--- config.mk ---
export PLATFORM = sky130hd
export DESIGN_NAME = minitb_arb_flat
export DESIGN_NICKNAME = d
export VERILOG_FILES = /design/src/rtl/minitb_arb_pkg.sv /design/src/rtl/minitb_arb_if.sv /design/src/rtl/minitb_rr_pick.sv /design/src/rtl/minitb_arb.sv /design/src/flat_wrapper.sv
export SDC_FILE = /design/constraint.sdc
export NUM_CORES = 1
export LEC_CHECK = 0
export CORE_MARGIN = 5
export CORE_UTILIZATION = 49
export CTS_CLUSTER_DIAMETER = 150
export CTS_CLUSTER_SIZE = 30
export DETAILED_ROUTE_END_ITERATION = 10
export PLACE_DENSITY = 0.78
export SYNTH_ARGS = -nofsm -noshare
export SYNTH_HDL_FRONTEND = slang
export SYNTH_SLANG_ARGS = --single-unit
--- constraint.sdc ---
create_clock -name clk -period 3.4 [get_ports clk]
set_clock_uncertainty 0.05 [all_clocks]
set_input_delay 0.34 -clock clk [delete_from_list [all_inputs] [get_ports clk]]
set_output_delay 0.34 -clock clk [all_outputs]
set_load 0.005 [all_outputs]
--- src/rtl/minitb_arb_pkg.sv ---
// Shared types and constants for the minitb round-robin arbiter slice.
package minitb_arb_pkg;
    localparam int BusWidth           = 8;
    localparam int DefaultPipeLatency = 2;
    localparam int MaxReqIdWidth      = 4;

    function automatic int req_id_width(input int num_req);
        return (num_req < 2) ? 1 : $clog2(num_req);
    endfunction

    // id is sized for the largest supported requester count (16)
    typedef struct packed {
        logic                     valid;
        logic [MaxReqIdWidth-1:0] id;
    } tag_t;

    typedef enum logic {
        ST_IDLE  = 1'b0,
        ST_BURST = 1'b1
    } arb_state_t;
endpackage

--- src/rtl/minitb_arb_if.sv ---
// Requester-side bus of the minitb arbiter: per-requester request handshake and shared response.
interface minitb_arb_if #(
    parameter int NumReq = 4
);
    // A word moves when req_valid[i] & req_ready[i] at a rising edge; req_ready never depends on
    // req_data, and rsp_valid is a one-cycle one-hot strobe with no back-pressure.
    logic [NumReq-1:0]                               req_valid;
    logic [NumReq-1:0][minitb_arb_pkg::BusWidth-1:0] req_data;
    logic [NumReq-1:0]                               req_ready;
    logic [NumReq-1:0]                               rsp_valid;
    logic [minitb_arb_pkg::BusWidth-1:0]             rsp_data;

    modport master (output req_valid, req_data, input req_ready, rsp_valid, rsp_data);
    modport slave  (input req_valid, req_data, output req_ready, rsp_valid, rsp_data);
endinterface

--- src/rtl/minitb_rr_pick.sv ---
// Combinational round-robin pick: first set bit of req searching upward from ptr+1 with wrap.
module minitb_rr_pick #(
    parameter int NumReq  = 4,
    parameter int IdWidth = 2
) (
    input  logic [NumReq-1:0]  req,
    input  logic [IdWidth-1:0] ptr,
    output logic [NumReq-1:0]  grant,
    output logic               found
);
    logic [IdWidth-1:0] idx;

    always_comb begin
        grant = '0;
        found = 1'b0;
        idx   = '0;
        for (int k = 1; k <= NumReq; k++) begin
            idx = IdWidth'((int'(ptr) + k) % NumReq);
            if (!found && req[idx]) begin
                grant[idx] = 1'b1;
                found      = 1'b1;
            end
        end
    end
endmodule

--- src/rtl/minitb_arb.sv ---
// Round-robin burst arbiter feeding the minitb delay-line datapath and routing results back by tag.
module minitb_arb
    import minitb_arb_pkg::*;
#(
    parameter int NumReq      = 4,
    parameter int PipeLatency = DefaultPipeLatency,
    parameter int MaxBurst    = 4
) (
    input  logic                clk,
    input  logic                reset,
    input  logic                enable,
    minitb_arb_if.slave         bus,
    output logic                pipe_valid_in,
    output logic [BusWidth-1:0] pipe_data_in,
    input  logic                pipe_valid_out,
    input  logic [BusWidth-1:0] pipe_data_out,
    output logic                busy,
    output logic                err,
    output arb_state_t          arb_state
);
    localparam int IdW   = req_id_width(NumReq);
    localparam int CntW  = 8;
    localparam int MaskW = 8;

    arb_state_t          state_q, state_d;
    logic [IdW-1:0]      ptr_q, ptr_d;
    logic [CntW-1:0]     count_q, count_d;
    logic [NumReq-1:0]   pick_grant, owner_oh, grant, rsp_hit_oh, rsp_valid_q;
    logic                pick_found, keep, found, others_valid, xfer, tags_any;
    logic [IdW-1:0]      grant_id;
    logic [BusWidth-1:0] grant_word, rsp_data_q;
    logic [MaskW-1:0]    mask_q;
    tag_t                issue_tag, aligned;
    tag_t                tag_pipe [PipeLatency];

    minitb_rr_pick #(.NumReq(NumReq), .IdWidth(IdW)) u_pick (
        .req   (bus.req_valid),
        .ptr   (ptr_q),
        .grant (pick_grant),
        .found (pick_found)
    );

    // ptr_q doubles as the burst owner while in ST_BURST
    always_ff @(posedge clk) begin
        if (reset) begin
            state_q <= ST_IDLE;
            ptr_q   <= IdW'(NumReq - 1);
            count_q <= '0;
        end else begin
            state_q <= state_d;
            ptr_q   <= ptr_d;
            count_q <= count_d;
        end
    end

    always_comb begin
        owner_oh        = '0;
        owner_oh[ptr_q] = 1'b1;
        others_valid    = |(bus.req_valid & ~owner_oh);
        keep  = (state_q == ST_BURST) && bus.req_valid[ptr_q]
                && ((count_q < CntW'(MaxBurst)) || !others_valid);
        grant = keep ? owner_oh : pick_grant;
        found = keep || pick_found;
        grant_id = ptr_q;
        for (int i = 0; i < NumReq; i++) begin
            if (grant[i]) grant_id = IdW'(i);
        end
        state_d = state_q;
        ptr_d   = ptr_q;
        count_d = count_q;
        if (enable) begin
            if (found) begin
                state_d = ST_BURST;
                ptr_d   = grant_id;
                count_d = !keep ? CntW'(1)
                        : (count_q == CntW'(MaxBurst)) ? count_q : count_q + 1'b1;
            end else begin
                state_d = ST_IDLE;
            end
        end
    end

    always_comb begin
        bus.req_ready = (enable && !reset) ? grant : '0;
        arb_state     = state_q;
    end

    always_comb begin
        xfer       = |(bus.req_ready & bus.req_valid);
        grant_word = '0;
        for (int i = 0; i < NumReq; i++) begin
            if (bus.req_ready[i]) grant_word = bus.req_data[i];
        end
        aligned  = tag_pipe[PipeLatency-1];
        tags_any = 1'b0;
        for (int i = 0; i < PipeLatency; i++) begin
            tags_any = tags_any | tag_pipe[i].valid;
        end
        rsp_hit_oh = '0;
        if (pipe_valid_out && aligned.valid) begin
            for (int i = 0; i < NumReq; i++) begin
                if (aligned.id == MaxReqIdWidth'(i)) rsp_hit_oh[i] = 1'b1;
            end
        end
    end

    // The datapath itself has no reset, so its output is ignored for PipeLatency cycles after reset.
    always_ff @(posedge clk) begin
        if (reset) begin
            pipe_valid_in <= 1'b0;
            pipe_data_in  <= '0;
            issue_tag     <= '0;
            for (int i = 0; i < PipeLatency; i++) tag_pipe[i] <= '0;
            rsp_valid_q   <= '0;
            rsp_data_q    <= '0;
            busy          <= 1'b0;
            err           <= 1'b0;
            mask_q        <= MaskW'(PipeLatency);
        end else begin
            pipe_valid_in   <= xfer;
            if (xfer) pipe_data_in <= grant_word;
            issue_tag.valid <= xfer;
            issue_tag.id    <= MaxReqIdWidth'(grant_id);
            tag_pipe[0]     <= issue_tag;
            for (int i = 1; i < PipeLatency; i++) tag_pipe[i] <= tag_pipe[i-1];
            busy        <= pipe_valid_in | tags_any;
            rsp_valid_q <= rsp_hit_oh;
            if (pipe_valid_out && aligned.valid) rsp_data_q <= pipe_data_out;
            if (mask_q != '0) begin
                mask_q <= mask_q - 1'b1;
            end else if (pipe_valid_out != aligned.valid) begin
                err <= 1'b1;
            end
        end
    end

    assign bus.rsp_valid = rsp_valid_q;
    assign bus.rsp_data  = rsp_data_q;
endmodule
--- src/flat_wrapper.sv ---
// flat-port wrapper written by rule: the top's interface ports become plain ports
module minitb_arb_flat import minitb_arb_pkg::*;
#(
    parameter int NumReq      = 4,
    parameter int PipeLatency = DefaultPipeLatency,
    parameter int MaxBurst    = 4
)
  (clk, reset, enable, pipe_valid_in, pipe_data_in, pipe_valid_out, pipe_data_out, busy, err, arb_state, bus_req_valid, bus_req_data, bus_req_ready, bus_rsp_valid, bus_rsp_data);
  minitb_arb_if #(.NumReq(NumReq)) bus_i ();
  input  logic clk;
  input  logic reset;
  input  logic enable;
  output logic pipe_valid_in;
  output logic [BusWidth-1:0] pipe_data_in;
  input  logic pipe_valid_out;
  input  logic [BusWidth-1:0] pipe_data_out;
  output logic busy;
  output logic err;
  output arb_state_t arb_state;
  input wire logic [$bits(bus_i.req_valid)-1:0] bus_req_valid;
  input wire logic [$bits(bus_i.req_data)-1:0] bus_req_data;
  output wire logic [$bits(bus_i.req_ready)-1:0] bus_req_ready;
  output wire logic [$bits(bus_i.rsp_valid)-1:0] bus_rsp_valid;
  output wire logic [$bits(bus_i.rsp_data)-1:0] bus_rsp_data;
  assign bus_i.req_valid = bus_req_valid;
  assign bus_i.req_data = bus_req_data;
  assign bus_req_ready = bus_i.req_ready;
  assign bus_rsp_valid = bus_i.rsp_valid;
  assign bus_rsp_data = bus_i.rsp_data;
  minitb_arb #(.NumReq(NumReq), .PipeLatency(PipeLatency), .MaxBurst(MaxBurst)) u_core (.clk(clk), .reset(reset), .enable(enable), .bus(bus_i), .pipe_valid_in(pipe_valid_in), .pipe_data_in(pipe_data_in), .pipe_valid_out(pipe_valid_out), .pipe_data_out(pipe_data_out), .busy(busy), .err(err), .arb_state(arb_state));
endmodule
==> results.yml <==
worst_setup_path:
  reg2reg_depth: 11
  cpMostUsedCell: "clkdlybuf4s50_1"
  timing.critical_path.slowest_cell_delay_ns: 0.61
  worst_setup_path_end_kind: "output pin"
  timing.critical_path.buf_inv: 3
  critPathTopFamily: "buffers and inverters"
  setup.worst_path.class: "in2out"
  critPathArrivalTime_ns: 2.90
  critical_path.startpoint_type: "input port"
  biggest_fanout_along_the_worst_timing_path: 10
  reg2reg_slack_ns: 0.49
  timing.critical_path.slowest_stage_cell: "mux4_2"
  crit_chain: "clkdlybuf4s50_1 -> mux4_2 -> nor4b_4 -> buf_4 -> o21ai_2 -> a21oi_4 -> clkdlybuf4s50_1"
  rr_startpoint: "u_core.ptr_q[0]$_SDFFE_PP1P_"
  critPathRequiredTime_ns: 3.01
  worst_r2r_endpoint: "u_core.pipe_data_in[5]$_SDFFE_PP0P_"
drt:
  detailroute.via_count: 2702
  dr.pass1.iters: 5
  dr.first_iter.drc_count: 143
  avgRoutedWirePerCell_um: 15.53
  route.detailed.drc: 0
  postRouteWirelength_um: 7516
  postRouteAntennaNets: 0
  route.detailed.vias_per_inst: 5.583
layout:
  nets: 468
  final_layout_size_suffix_gt1_share_pct: 14.43
  layout-area-overhead-vs-synth_pct: 34.79
  antenna-diode-count: 0
  postLayoutCellArea_mm2: 0.004024
  final-instance-count-excl-fill: 484
  filler_cell_count: 477
placed_design:
  dp_worst_setup_slack_ns: 0.02299
  dpl.cell_count: 471
  place.gp.congestion: 0.8754
  postPlaceCellArea_mm2: 0.003840
  detailedPlacementHpwl_um: 5606
  port_buffers: 75
floorplanning:
  floorplan.io_pins: 76
  placementRows: 28
  core-area_mm2: 0.005921
  floorplan.die_area_mm2: 0.007754
  starting_utilization_of_the_core_area_pct: 50.42
  dieHeight_um: 88.06
  dieWidth_um: 88.06
logic_synthesis:
  synthTopCellsByArea: "dfxtp_1 34%, mux2i_1 5.4%, ha_1 5.0%"
  mappedNetlistNets: 387
  synth-warning-count: 0
  biggest_area_consumer_among_synthesized_cells: "dfxtp_1"
  synth.yosys.seq_area_share_pct: 33.53
  yosys.area.top_type_share_pct: 33.53
  count_of_flip_flops_with_a_built_in_enable_after_synthesis: 0
  syn-cell-area_mm2: 0.002985
  synth.ff_latch_count: 50
  netlist_instances: 327
  postSynth.topFlopCell: "dfxtp_1"
  yosys.cell_types.count: 65
  async_flop_share_pct: 0
  syn-mean-instance-area_um2: 9.130
sta:
  max_freq_ghz: 0.3041
  final_number_of_max_transition_violations: 0
  finalWorstPathRequiredPeriod_ns: 3.288
  max_slew.worst_pin.slew_ns: 0.7797
  finalCritPeriodShare_pct: 96.70
  maxSlewHeadroom_pct: 47.54
  hold_slack_ns: 0.3862
  timing_hold_violations_final: 0
  timing.final.ws_setup_ns: 0.1121
  setup_viol: 0
min_path:
  worst_hold_startpoint: "u_core.tag_pipe[0][1]$_SDFF_PP0_"
  timing.hold.worst_path_depth: 1
  holdPathEnd: "u_core.tag_pipe[0][6]$_SDFF_PP0_"
  worst_min_path_class: "reg2reg"
power:
  power_w: 0.003050
  worst_ir_drop_vdd_uv: 402.9
  power_leakage_nw: 1.516
  power_density_mw_per_mm2: 758.1
global_routing:
  grt_start_max_net_pins: 36
  gr-total-overflow: 0
  grt_first_pass_wirelength_um: 11930
  initial_antenna_violation_count: 0
  grtUsageTotal_pct: 19.23
  first_global_vias: 2532
clocking:
  clock_tree_from_tritoncts: "yes"
  clock_path_buffers: 2
  tritoncts_num_sinks: 50
  clock_tree.root_cell: "clkbuf_8"
  cts-buffers-inserted: 5
  worst_setup_hold_path_clk_slew_ns: 0.11
  htree_num_levels: 2
  worstSkewPairLatency_ns: 0.31
  cts_hold_buf: 0
run:
  cap_viol_max_count: 0
outcome:
  outcome: "finished, final reports clean"
==> state kept, by name, indices dropped and copies added, names as in the netlist <==
signal / flops
u_core.arb_state: 1
u_core.bus.rsp_data: 8
u_core.bus.rsp_valid: 4
u_core.busy: 1
u_core.count_q: 8
u_core.err: 1
u_core.issue_tag: 2
u_core.mask_q: 8
u_core.pipe_data_in: 8
u_core.pipe_valid_in: 1
u_core.ptr_q: 2
u_core.tag_pipe: 6
==> report_power, final <==
part | total, W | switching, W | internal, W
sequential | 0.000781 | 0.0000768 | 0.000704
clock | 0.000369 | 0.000215 | 0.000154
combinational | 0.00190 | 0.000994 | 0.000907
total | 0.00305 | 0.00129 | 0.00176
==> layer usage <==
layer | global-route usage [%] | vias to the layer above | share of wire, %
li1 | - | 1352 | -
met1 | 27.39 | 1226 | 44
met2 | 28.77 | 105 | 45
met3 | 4.045 | 19 | 9.2
met4 | 6.868 | 0 | 1.9
met5 | 0 | - | 0
==> how the worst max path moves through the flow <==
| stage | from | to | slack, ns | cells past startpoint |
|---|---|---|---|---|
| floorplan | u_core.ptr_q[1]$_SDFFE_PP1P_ | u_core.pipe_data_in[0]$_SDFFE_PP0P_ | 0.38 | 11 |
| global placement | bus_req_valid[0] | bus_req_ready[2] | 0.13 | 7 |
| detailed placement | bus_req_valid[0] | bus_req_ready[1] | 0.02 | 7 |
| CTS | u_core.ptr_q[1]$_SDFFE_PP1P_ | bus_req_ready[0] | 0.02 | 8 |
| global route | bus_req_valid[2] | bus_req_ready[1] | -0.02 | 7 |
| finish | bus_req_valid[2] | bus_req_ready[0] | 0.11 | 7 |
==> placed cells by master (no fill, tap or decap), drive strengths merged, types with 3 or more instances in the layout <==
master          n
and2            5
ha             12
nor2           41
mux2i          17
nor4b           3
clkbuf          5
xnor2           7
o21ai           7
nand4           4
clkdlybuf4s50  74
mux4            3
nor3            3
a21oi          15
o21a            4
nand2b         15
xor2            6
inv            19
nor2b           7
or2             3
o211ai         11
a311oi         10
mux2            3
o32ai           8
o311ai          9
nand2          13
buf            22
dfxtp          50
==> metrics by stage <==
step	util, %	setup TNS, ns
3_3_place_gp	64.86	0
5_1_grt	67.96	-0.02352
2_1_floorplan	-	0
6_report	67.96	0
4_1_cts	67.10	0
3_5_place_dp	64.86	0
==> cells in the mapped netlist, types with 3 or more instances <==
cell,number
a21oi_1,13
a311oi_1,8
and2_1,4
buf_2,9
clkbuf_1,10
dfxtp_1,50
ha_1,12
inv_1,16
mux2i_1,16
mux4_2,3
nand2_1,13
nand2b_1,15
nand4_1,4
nor2_1,40
nor2b_1,7
nor3_1,3
o211ai_1,11
o21a_1,3
o21ai_0,3
o311ai_0,9
o32ai_1,8
or2_2,3
xnor2_1,7
xor2_1,6
==> final cells by class <==
| cell class | instances | area, um^2 | share of cell area [%] |
|---|---|---|---|
| multi-input combinational | 237 | 1849 | 45.96 |
| sequential | 50 | 1001 | 24.88 |
| timing repair buffer | 97 | 918.4 | 22.82 |
| tap | 75 | 93.84 | 2.332 |
| clock buffer | 5 | 68.82 | 1.710 |
| inverter | 17 | 63.81 | 1.586 |
| clock inverter | 3 | 28.78 | 0.7152 |
==> cells by family after synthesis <==
| group | after synthesis | share of synthesized area (%) |
|---|---|---|
| AOI/OAI and AO/OA | 79 | 22.09 |
| xor gates and xnor gates | 13 | 3.814 |
| adders and majority gates | 12 | 5.029 |
| buffers and inverters | 40 | 6.077 |
| DFF | 50 | 33.53 |
| muxes | 23 | 9.472 |
| and+or+nand+nor | 110 | 19.99 |
==> repair_timing <==
action | 4_1_cts | 5_1_grt
endpoints found under the setup margin | 3 | 4
pin swaps | 1 | 1
gates resized for setup | 1 | 8
endpoints found under the hold margin | 0 | 0
setup buffers | 3 | 2
cloned | 0 | 0
Note: power is estimated with default switching activity, not from simulation.
